[src/rtl/fifo_pkt_reader.sv]
// fifo_pkt_reader: pops one packet per burst from a FWFT FIFO and forwards it
// through a valid/ready output register, leaving a guaranteed RE-low gap after
// each packet so the upstream word counter decrements exactly once per packet.
//
// Ports:
//   CLK, RST     clock, synchronous active-high reset
//   PKT_CNT      packets pending from the FIFO word counter
//   FIFO_DOUT    FWFT head word, bit 16 = end-of-packet, bits 15:0 = data
//   FIFO_EMPTY   FIFO empty
//   FIFO_RE      FIFO pop, also the counter's RE (combinational, low in reset)
//   DOUT/DV      output data / valid
//   EOP_OUT/ERR  last word of packet / abnormal termination (valid with EOP_OUT)
//   RDY          downstream accepts when DV && RDY
//   BUSY         state is not IDLE
//   PKT_TOTAL    packets accepted downstream
//   ERR_TOTAL    packets accepted downstream with ERR
//
// Build option: define FIFO_PKT_RD_STATS_EN to build the PKT_TOTAL/ERR_TOTAL
// counters; otherwise both ports are tied to zero.
module fifo_pkt_reader #(
    parameter int          WIDTH     = 16,
    parameter int          MAX_WORDS = 1024,
    parameter int          TIMEOUT   = 255,
    parameter logic [15:0] PAD_WORD  = 16'hDEAD
) (
    input  logic             CLK,
    input  logic             RST,
    input  logic [WIDTH-1:0] PKT_CNT,
    input  logic [16:0]      FIFO_DOUT,
    input  logic             FIFO_EMPTY,
    output logic             FIFO_RE,
    output logic [15:0]      DOUT,
    output logic             DV,
    output logic             EOP_OUT,
    output logic             ERR,
    input  logic             RDY,
    output logic             BUSY,
    output logic [15:0]      PKT_TOTAL,
    output logic [15:0]      ERR_TOTAL
);
    localparam int WW = $clog2(MAX_WORDS + 1);
    localparam int TW = $clog2(TIMEOUT + 1);

    typedef enum logic [1:0] {IDLE, READ, GAP0, GAP1} state_t;

    state_t        state, state_n;
    logic [WW-1:0] wcnt;
    logic [TW-1:0] tcnt;
    logic          free, pop, tmo, max_hit, done;

    assign free    = !DV || RDY;
    assign pop     = !RST && state == READ && !FIFO_EMPTY && free;
    assign FIFO_RE = pop;
    assign max_hit = wcnt == WW'(MAX_WORDS - 1);
    // Pad trailer is only inserted once the output register can take it.
    assign tmo     = state == READ && FIFO_EMPTY && free && tcnt == TW'(TIMEOUT);
    assign done    = (pop && (FIFO_DOUT[16] || max_hit)) || tmo;
    assign BUSY    = state != IDLE;

    always_comb begin
        state_n = state;
        case (state)
            IDLE:    state_n = (PKT_CNT != '0 && !FIFO_EMPTY) ? READ : IDLE;
            READ:    state_n = done ? GAP0 : READ;
            GAP0:    state_n = GAP1;
            default: state_n = IDLE;
        endcase
    end

    always_ff @(posedge CLK) begin
        if (RST) begin
            state <= IDLE;
            wcnt  <= '0;
            tcnt  <= '0;
        end else begin
            state <= state_n;
            wcnt  <= (state != READ) ? '0 : (pop && wcnt != WW'(MAX_WORDS)) ? wcnt + 1'b1 : wcnt;
            // Counts consecutive empty cycles; any non-empty cycle (incl. every pop) restarts it.
            tcnt  <= (state != READ || !FIFO_EMPTY) ? '0 : (tcnt != TW'(TIMEOUT)) ? tcnt + 1'b1 : tcnt;
        end
    end

    always_ff @(posedge CLK) begin
        if (RST) begin
            DOUT    <= '0;
            DV      <= 1'b0;
            EOP_OUT <= 1'b0;
            ERR     <= 1'b0;
        end else if (pop) begin
            DOUT    <= FIFO_DOUT[15:0];
            DV      <= 1'b1;
            EOP_OUT <= FIFO_DOUT[16] || max_hit;
            ERR     <= !FIFO_DOUT[16] && max_hit;
        end else if (tmo) begin
            DOUT    <= PAD_WORD;
            DV      <= 1'b1;
            EOP_OUT <= 1'b1;
            ERR     <= 1'b1;
        end else if (RDY) begin
            DV      <= 1'b0;
        end
    end

`ifdef FIFO_PKT_RD_STATS_EN
    always_ff @(posedge CLK) begin
        if (RST) begin
            PKT_TOTAL <= '0;
            ERR_TOTAL <= '0;
        end else if (DV && RDY && EOP_OUT) begin
            PKT_TOTAL <= PKT_TOTAL + 16'd1;
            ERR_TOTAL <= ERR ? ERR_TOTAL + 16'd1 : ERR_TOTAL;
        end
    end
`else
    assign PKT_TOTAL = '0;
    assign ERR_TOTAL = '0;
`endif
endmodule

[config.mk]
export PLATFORM = sky130hd
export DESIGN_NAME = fifo_pkt_reader
export DESIGN_NICKNAME = d
export VERILOG_FILES = /design/src/rtl/fifo_pkt_reader.sv
export SDC_FILE = /design/constraint.sdc
export NUM_CORES = 1
export LEC_CHECK = 0
export CAP_MARGIN = 20
export CELL_PAD_IN_SITES_DETAIL_PLACEMENT = 1
export CELL_PAD_IN_SITES_GLOBAL_PLACEMENT = 1
export CORE_ASPECT_RATIO = 1.1
export CORE_MARGIN = 5
export CORE_UTILIZATION = 27
export CTS_CLUSTER_DIAMETER = 50
export DETAILED_ROUTE_END_ITERATION = 8
export PLACE_DENSITY = 0.88
export SLEW_MARGIN = 40
export SYNTH_ARGS = -nofsm -noshare
export SYNTH_HDL_FRONTEND = slang
export SYNTH_SLANG_ARGS = --single-unit
[constraint.sdc]
create_clock -name CLK -period 2.09 [get_ports CLK]
set_input_delay 0.3135 -clock CLK [delete_from_list [all_inputs] [get_ports CLK]]
set_output_delay 0.3135 -clock CLK [all_outputs]
set_load 0.1 [all_outputs]
### After elaboration in Yosys (flattened, before gate mapping)

Index checks and enable logic that the tools add are counted.
W data, S select, Z words.

* equality and inequality tests: 7
* multiplexer cells: 11
* add/sub/neg operators: 2
* reductions and logical operators: 25

Operator list (count)
* $mux W16: 2
* $reduce_bool A16 Y1: 1
* $add A11 B1 Y11 const B: 1
* $eq A11 B10 Y1 const B: 1
* $ne A11 B11 Y1 const B: 1
* $logic_and A1 B1 Y1: 10
* $add A8 B1 Y8 const B: 1
* $eq A8 B8 Y1 const B: 1
* $ne A8 B8 Y1 const B: 1
* $mux W1: 7
* $pmux W2 S3: 1
* $logic_not A1 Y1: 4
* $logic_or A1 B1 Y1: 4
* $reduce_bool A2 Y1: 2
* $reduce_or A2 Y1: 2
* $reduce_bool A3 Y1: 1
* $eq A2 B1 Y1 const B: 1
* $eq A2 B2 Y1 const B: 1
* $logic_not A2 Y1: 1
* $mux W2: 1
* $ne A2 B1 Y1 const B: 1

* register bits: 40
* output and inout bits: 53
* input bits: 37
* word-level logic and storage cells: 52

### Logic depth before layout (Yosys ltp)

Gate-level depths: netlist of run 1.

* word-level depth: 8
* mapped depth: 7
* depth with buffers taken out: 6

### Worst setup path after synthesis of run 1

Ideal clock, no wire load.

* path kind: register to register
* start point: reg DV
* end point: reg ERR
* path slack: -0.678 ns
* cell stages (with the launch flop): 7
* arrival: 2.651 ns
* setup time: 0.117 ns
* required time: 1.973 ns
* path buffers: 1
* period minus slack after synthesis: 2.768 ns
* path through: dfxtp_1 nand2b_1 nand3_1 inv_1 clkbuf_1 o21ai_0 o211a_1

* elaborated cells on any way between the ends: 7
* classes of those cells: 1 x mux; 6 x reduce/logical

RTL lines
* start, declared: RTL line 33 `output logic DV,`
* start signal, assigned: RTL line 86 `DV <= 1'b0;`
* start signal, assigned: RTL line 91 `DV <= 1'b1;`
* start signal, assigned: RTL line 96 `DV <= 1'b1;`
* $logic_not A1 Y1 *: RTL line 51 `assign free = !DV || RDY;`
* $logic_or A1 B1 Y1 *: RTL line 51
* $logic_and A1 B1 Y1 *: RTL line 52 `assign pop = !RST && state == READ && !FIFO_EMPTY && free;`
* via FIFO_RE: RTL line 31 `output logic FIFO_RE,`
* $mux W1 or $reduce_bool A2 Y1 (tied branches)
* end signal, assigned: RTL line 93 `ERR <= !FIFO_DOUT[16] && max_hit;`
* end, declared: RTL line 35 `output logic ERR,`

The timed path passes the listed nets; every way through them passes the cells marked *.
A chain may end at the register's enable or synchronous reset.

### Final worst setup path of run 1

* start point: in RST
* end point: reg wcnt[3]

* cells in the longest elaborated chain, start to end: 5
* elaborated cells on any way between the ends: 6
* classes of those cells: 6 x reduce/logical

Ends and longest elaborated chain
* start, declared: RTL line 27 `input logic RST,`
* $logic_not A1 Y1: RTL line 52
* $logic_and A1 B1 Y1 (3 in series): RTL line 52
* $logic_and A1 B1 Y1: RTL line 77 `wcnt <= (state != READ) ? '0 : (pop && wcnt != WW'(MAX_WORDS)) ? wcnt + 1'b1 : wcnt;`
* end signal, assigned: RTL line 77
* end, declared: RTL line 47 `logic [WW-1:0] wcnt;`

Parallel ways exist; a longest one is shown, timed or not.

==> summary.md, run 1 <==
| Metric | Value |
|---|---|
| Synth Register Bits | `40` |
| Leakage | `1.09 nW` |
| Ports | `90` |
| Setup ws final | `-0.00124 ns` |
| # rows | `32` |
| Synthesized cell area | `0.00199 sq mm` |
| Vias in the first global route | `1921` |
| Full die area | `0.00918 sq mm` |
| # fillers | `849` |
| Crit path buffers/inverters | `2` |
| Max Fclk | `478 MHz` |
| Final setup viols | `1` |
| Number of CTS-inserted buffers | `5` |
| Vias | `1838` |
| Yosys cell types | `40` |
| Crit share post-route | `100%` |
| Delay-heaviest family, CP | `simple AND/OR/NAND/NOR gates` |
| Avg Inst Size Synth | `8.72 sq um` |
| Synth top area cells | `dfxtp_1 40%, buf_4 12%, o221a_2 6.2%` |
| Layout area overhead | `38.3%` |
| I/O Buffers | `57` |
| Max_cap viols | `0` |
| Final RePlAce weighted congestion | `0.780` |
| Post-synth EDFFs | `0` |
| DR DRC count | `0` |
| Worst path max stage delay | `0.53 ns` |
| Asr flop ratio synth | `0%` |
| Sequential share of the synthesized area | `40.3%` |
| Worst R2R Start | `state[0]` |
| Worst hold start | `DOUT[8]` |
| Worst-Skew Late Latency | `0.30 ns` |
| Ant. Diodes | `0` |
| Die W | `91.8 um` |
| CTS Hold Bufs | `0` |
| Root buf cell | `clkbuf_8` |
| Hold Path Class | `reg -> reg` |
| Worst path slowest cell | `or4_4` |
| Final Hold Violating Endpoints | `0` |
| Antenna violations before repair | `0` |
| Failing checks | `setup timing` |
| HPWL Detailed | `4640 um` |
| Post-layout min period | `2.09 ns` |
| Setup TNS Final | `-0.00124 ns` |
| Setup CP Type | `in -> reg` |
| Crit path from | `RST` |
| GRT overflow | `0` |
| Top-count cell post-synth | `dfxtp_1` |
| Clock Sinks | `40` |
| Final wirelength | `5820 um` |
| Crit path DAT | `2.32 ns` |
| Status | `complete, but fails checks` |
| Final slew viol count | `0` |
| Prevailing post-synth register cell | `dfxtp_1` |
| Routed length per placed instance | `15.0 um` |
| Synth cell count leaders | `40 x dfxtp_1, 32 x buf_4, 16 x a21oi_1, 16 x nand3_1, 14 x nand2_1` |
| Area share of the largest cell type after synthesis | `40.3%` |
| Post-synthesis cell count | `228` |
| PwrDens | `757 mW/mm^2` |
| Worst-path clk slew | `0.08 ns` |
| Yosys warnings | `0` |
| DRT Pass-1 Iters | `4` |
| Total track usage | `12.3%` |
| Nets | `341` |
| Critical path, cell by cell | `clkdlybuf4s50_1 > or3b_4 > or4_4 > buf_4 > or3_1 > a21oi_2` |
| TritonCTS clock tree | `done` |
| Met1 Usage GRT | `13.4%` |
| Share of post-route cells with drive strength above 1 | `21.9%` |
| Data required, critical path | `2.31 ns` |
| Leading area contributor after synthesis | `dfxtp_1` |
| Met2 Use GR | `22.4%` |
| H-tree depth | `2` |
| Vias per cell | `4.75` |
| Die extent in y | `100 um` |
| Setup Skew | `0.0104 ns` |
| Peak supply drop | `282 uV` |
| Startpoint Class | `primary input` |
| First-pass GRT wire length | `9180 um` |
| Antenna viol nets, final | `0` |
| Largest net degree at the start of global routing | `15` |
| Grt peak-use layer | `met2` |
| Initial Util | `28.1%` |
| Routing usage on met3 | `4.50%` |
| Critical Path Fanout Max | `6` |
| CP Capture Type | `flop` |
| Dpl ws | `-0.322 ns` |
| DRT iter0 DRCs | `87` |
| Clock Tree Buf Depth | `2` |
| Area of the core | `0.00709 sq mm` |
[state kept, by name, indices dropped and copies added, names as in the netlist]
register	flops
DOUT	16
wcnt	11
tcnt	8
state	2
DV	1
EOP_OUT	1
ERR	1
[power by group]
group          switching (W)  internal, W
Sequential         0.0000144     0.000784
Clock               0.000295     0.000360
Combinational       0.000486     0.000142
Total               0.000796      0.00129
[cells in the final DEF (no fill, tap or decap), drive strengths merged, types with 4 or more instances in the layout]
cell / n
a21oi: 16
buf: 40
clkbuf: 5
clkdlybuf4s50: 36
conb: 32
dfxtp: 40
inv: 8
nand2: 14
nand3: 16
nand4: 6
nor2: 13
nor4: 6
o21ai: 8
o221a: 11
or3: 4
or4: 6
[final cells by class]
class	instances	area, sq um	area share (%)
clock buffer	5	68.8	2.50
clock inverter	3	47.5	1.73
inverter	8	30.0	1.09
multi-input combinational	170	1010	36.7
sequential	40	802	29.2
tap	85	106	3.87
timing repair buffer	76	686	24.9
[metrics by stage]
step	cell area [sq um]	total power, W	utilization [%]	hold slack, ns	std cells
2_1_floorplan	2110	0.00133	-	0.450	259
3_3_place_gp	2620	0.00143	37.0	0.457	379
3_5_place_dp	2620	0.00144	37.0	0.468	379
4_1_cts	2750	0.00210	38.8	0.482	387
5_1_grt	2750	0.00216	38.8	0.507	387
6_report	2750	0.00208	38.8	0.479	387
[cell families (layout without fill, tap and decap cells)]
| group | after synthesis | in the layout | synth area share [%] |
|---|---|---|---|
| AOI/OAI and AO/OA | 47 | 47 | 16.9 |
| xor gates and xnor gates | 3 | 3 | 1.32 |
| adders and majority gates | 3 | 3 | 1.89 |
| buffers and inverters | 49 | 92 | 15.4 |
| DFF | 40 | 40 | 40.3 |
| muxes | 3 | 3 | 1.51 |
| other | 1 | 32 | 0.189 |
| and+or+nand+nor | 82 | 82 | 22.5 |
[layer usage]
metal / vias to the layer above / routed length, um
met4: 0 / 83
li1: 908 / -
met2: 64 / 3010
met5: - / 0
met3: 9 / 437
met1: 857 / 2290
[what timing repair did]
item / CTS / global route
pin swaps: 0 / 1
gates resized for setup: 3 / 1
endpoints found under the setup margin: 3 / 2
buffers inserted: 0 / 0
[worst paths after layout]
| path | endpoint | slack (ns) | depth (start not counted) |
|---|---|---|---|
| min reg2reg | DOUT[8] | 0.48 | 2 |
| max reg2reg | wcnt[3] | 0.07 | 5 |
| min | DOUT[8] | 0.48 | 2 |
| max | wcnt[3] | -0.001 | 6 |
[tightest hold or removal path: cells and delay by family, from the launching register on]
kind            cells  cell delay, ns
compound gates      1            0.06
flops               1            0.32
simple gates        1            0.06
No activity file was read; power rests on OpenSTA's default activity.
==> inputs of run 2 (changes only) <==
--- a/config.mk
+++ b/config.mk
@@ -10,5 +10,5 @@
 export CELL_PAD_IN_SITES_GLOBAL_PLACEMENT = 1
 export CORE_ASPECT_RATIO = 1.1
-export CORE_MARGIN = 5
+export CORE_MARGIN = 2
 export CORE_UTILIZATION = 27
 export CTS_CLUSTER_DIAMETER = 50
==> constraint.sdc (replaced) <==
create_clock -name CLK -period 2.09 [get_ports CLK]
set_input_delay 0.3135 -clock CLK [delete_from_list [all_inputs] [get_ports CLK]]
set_output_delay 0.3135 -clock CLK [all_outputs]
set_load 0.01 [all_outputs]
==> summary.md, run 2 (synthesis gave the netlist of run 1 again) <==
| Metric | Value |
|---|---|
| Design Power | `0.00194 W (-6.7%)` |
| Final slew viol count | `0 (unchanged)` |
| Final Hold Violating Endpoints | `0 (unchanged)` |
| FF/Latch Area | `801 sq um (-0.16%)` |
| I/O Buffers | `57 (unchanged)` |
| Clock Tree Buf Depth | `2 (unchanged)` |
| PwrDens | `693 mW/mm^2 (-8.5%)` |
| Final wirelength | `5730 um (-1.6%)` |
| Critical path, cell by cell | `clkdlybuf4s50_1 > or3b_4 > or4_4 > or4_4 > a21oi_2` |
| Peak supply drop | `256 uV (-9.3%)` |
| Worst path max stage delay | `0.50 ns (-0.03 ns)` |
| Full die area | `0.00807 sq mm (-12%)` |
| Met1 Usage GRT | `16.0% (+2.6 points)` |
| DRT Pass-1 Iters | `9 (+5)` |
| Startpoint Class | `primary input` |
| Top flop regs | `DOUT: 16 flops, wcnt: 11 flops, tcnt: 8 flops` |
| Crit path DAT | `2.25 ns (-0.07 ns)` |
| Worst R2R Start | `tcnt[0]` |
| Crit path buffers/inverters | `1 (-1)` |
| Reg2reg end | `DOUT[15]` |
| Root buf cell | `clkbuf_8` |
| Routing usage on met3 | `4.04% (-0.46 points)` |
| Status | `complete, but fails checks` |
| Register bank with the most flops | `DOUT` |
| Nets | `339 (-0.59%)` |
| TritonCTS clock tree | `done` |
| Area of the multi-input gates | `0.00101 sq mm (+0.37%)` |
| Buffer count from post-CTS setup fixing | `0 (unchanged)` |
| # rows | `32 (unchanged)` |
| Crit path from | `RST` |
| Worst hold path stage count | `1 (-1)` |
| Post-layout min period | `2.02 ns (-0.0664 ns)` |
| DR DRC count | `8 (+8)` |
| # fillers | `828 (-2.5%)` |
| Critical Path Fanout Max | `8 (+2)` |
| Ant. Diodes | `0 (unchanged)` |
| Max reg flops | `16 (unchanged)` |
| Delay-heaviest family, CP | `simple AND/OR/NAND/NOR gates` |
| Reg-to-reg slack, setup | `0.13 ns (+0.06 ns)` |
| Data required, critical path | `2.32 ns (about the same)` |
| Die extent in y | `94 um (-6.0%)` |
| Final setup viols | `0 (-1)` |
| Vias | `1879 (+2.2%)` |
| WHS Endpoint | `EOP_OUT` |
| Setup Skew | `0.00939 ns (-0.00105 ns)` |
| Final RePlAce weighted congestion | `0.883 (+13%)` |
| Antenna violations before repair | `0 (unchanged)` |
| Failing checks | `DRC` |
| Setup CP Type | `in -> reg` |
| Setup TNS Final | `0 ns (+0.00124 ns)` |
| Most frequent cells in the layout | `56 x clkdlybuf4s50_1, 40 x dfxtp_1, 32 x conb_1` |
| Worst hold start | `EOP_OUT` |
| Max_cap viols | `0 (unchanged)` |
| First-pass GRT wire length | `8780 um (-4.4%)` |
| Die W | `85.8 um (-6.5%)` |
| Number of CTS-inserted buffers | `5 (unchanged)` |
| Largest net degree at the start of global routing | `14 (-1)` |
| GRT overflow | `0 (unchanged)` |
| Routed length per placed instance | `14.9 um (-1.1%)` |
| CP Capture Type | `flop` |
| Worst-path clk slew | `0.08 ns (about the same)` |
| Layout area overhead | `41.2%` |
| Ports | `90 (unchanged)` |
| Worst path slowest cell | `or4_4` |
| Vias in the first global route | `1856 (-3.4%)` |
| Area of the core | `0.00709 sq mm (unchanged)` |
| Grt peak-use layer | `met2` |
| Most frequent CP cell | `or4_4` |
| Worst R2R Path Depth | `6 (+1)` |
| Clock Sinks | `40 (unchanged)` |
| Leakage | `1.06 nW (-2.5%)` |
| H-tree depth | `2 (unchanged)` |
| Crit share post-route | `96.9% (-3.2 points)` |
| RSZ-0062 raised after global routing | `no` |
| Worst-Skew Late Latency | `0.30 ns (about the same)` |
| Vias per cell | `4.88 (+2.8%)` |
| HPWL Detailed | `4260 um (-8.2%)` |
| Leading cell type in the layout, fill and taps excluded | `clkdlybuf4s50_1` |
| Initial Util | `28.1% (unchanged)` |
| Hold Path Class | `reg -> reg` |
| Met2 Use GR | `24.3% (+1.9 points)` |
| DRT iter0 DRCs | `79 (-9.2%)` |
| Total track usage | `13.6% (+1.3 points)` |
| Share of post-route cells with drive strength above 1 | `14.0% (-7.9 points)` |
| Max Fclk | `494 MHz (+3.3%)` |
| Antenna viol nets, final | `0 (unchanged)` |
[run 2: changes by cell type in the layout (fill, tap and decap cells not counted), sizes merged]
| cell | previous run | this run |
|---|---|---|
| buf | 40 | 17 |
| clkdlybuf4s50 | 36 | 56 |
| bufinv | 1 | 3 |
| clkinv | 2 | 0 |
| dlygate4sd2 | 0 | 1 |
[run 2: through the flow]
step	cell area, sq um	util (%)	hold WS [ns]	worst slack, ns	instances
floorplan	2100	-	0.450	0.0577	259
global placement	2630	37.1	0.449	-0.344	377
detailed placement	2630	37.1	0.470	-0.378	377
CTS	2800	39.5	0.481	0.0767	385
global route	2810	39.6	0.507	0.00652	385
finish	2810	39.6	0.479	0.0652	385
[run 2: power by group]
| group | total, W | internal, W | switching [W] |
|---|---|---|---|
| combinational | 0.000259 | 0.000143 | 0.000116 |
| sequential | 0.000798 | 0.000784 | 0.0000139 |
| clock | 0.000887 | 0.000597 | 0.000289 |
| total | 0.00194 | 0.00152 | 0.000419 |
[run 2: final cells by class]
| class | instances | area share [%] |
|---|---|---|
| clock buffer | 5 | 2.45 |
| timing repair buffer | 74 | 24.8 |
| clock inverter | 3 | 3.21 |
| multi-input combinational | 170 | 36.1 |
| sequential | 40 | 28.5 |
| tap | 85 | 3.79 |
| inverter | 8 | 1.07 |
[run 2: routing by layer]
layer	up-vias	wire [um]
met2	66	2980
met5	-	0
met1	905	2350
li1	903	-
met3	5	357
met4	0	39
[run 2: worst max path at each step]
stage	slack [ns]	end	cells after the start
6_report	0.07	wcnt[9]	5
5_1_grt	0.007	DOUT[15]	6
4_1_cts	0.08	wcnt[9]	5
3_5_place_dp	-0.38	wcnt[9]	5
3_3_place_gp	-0.34	wcnt[9]	5
2_1_floorplan	0.06	wcnt[9]	5
[run 2: worst reg2reg max path: stages (launching register included)]
cell and delay (ns):
dfxtp_1 0.40, ha_1 0.25, nand4_1 0.14, or4_1 0.64
nand2_1 0.13, buf_4 0.15, o221a_2 0.19
[run 2: timing repair]
action | 4_1_cts | 5_1_grt
hold buffers | 0 | 0
hold endpoints to repair | 0 | 0
endpoints found under the setup margin | 2 | 1
pin swaps | 1 | 0
resized for setup | 3 | 2
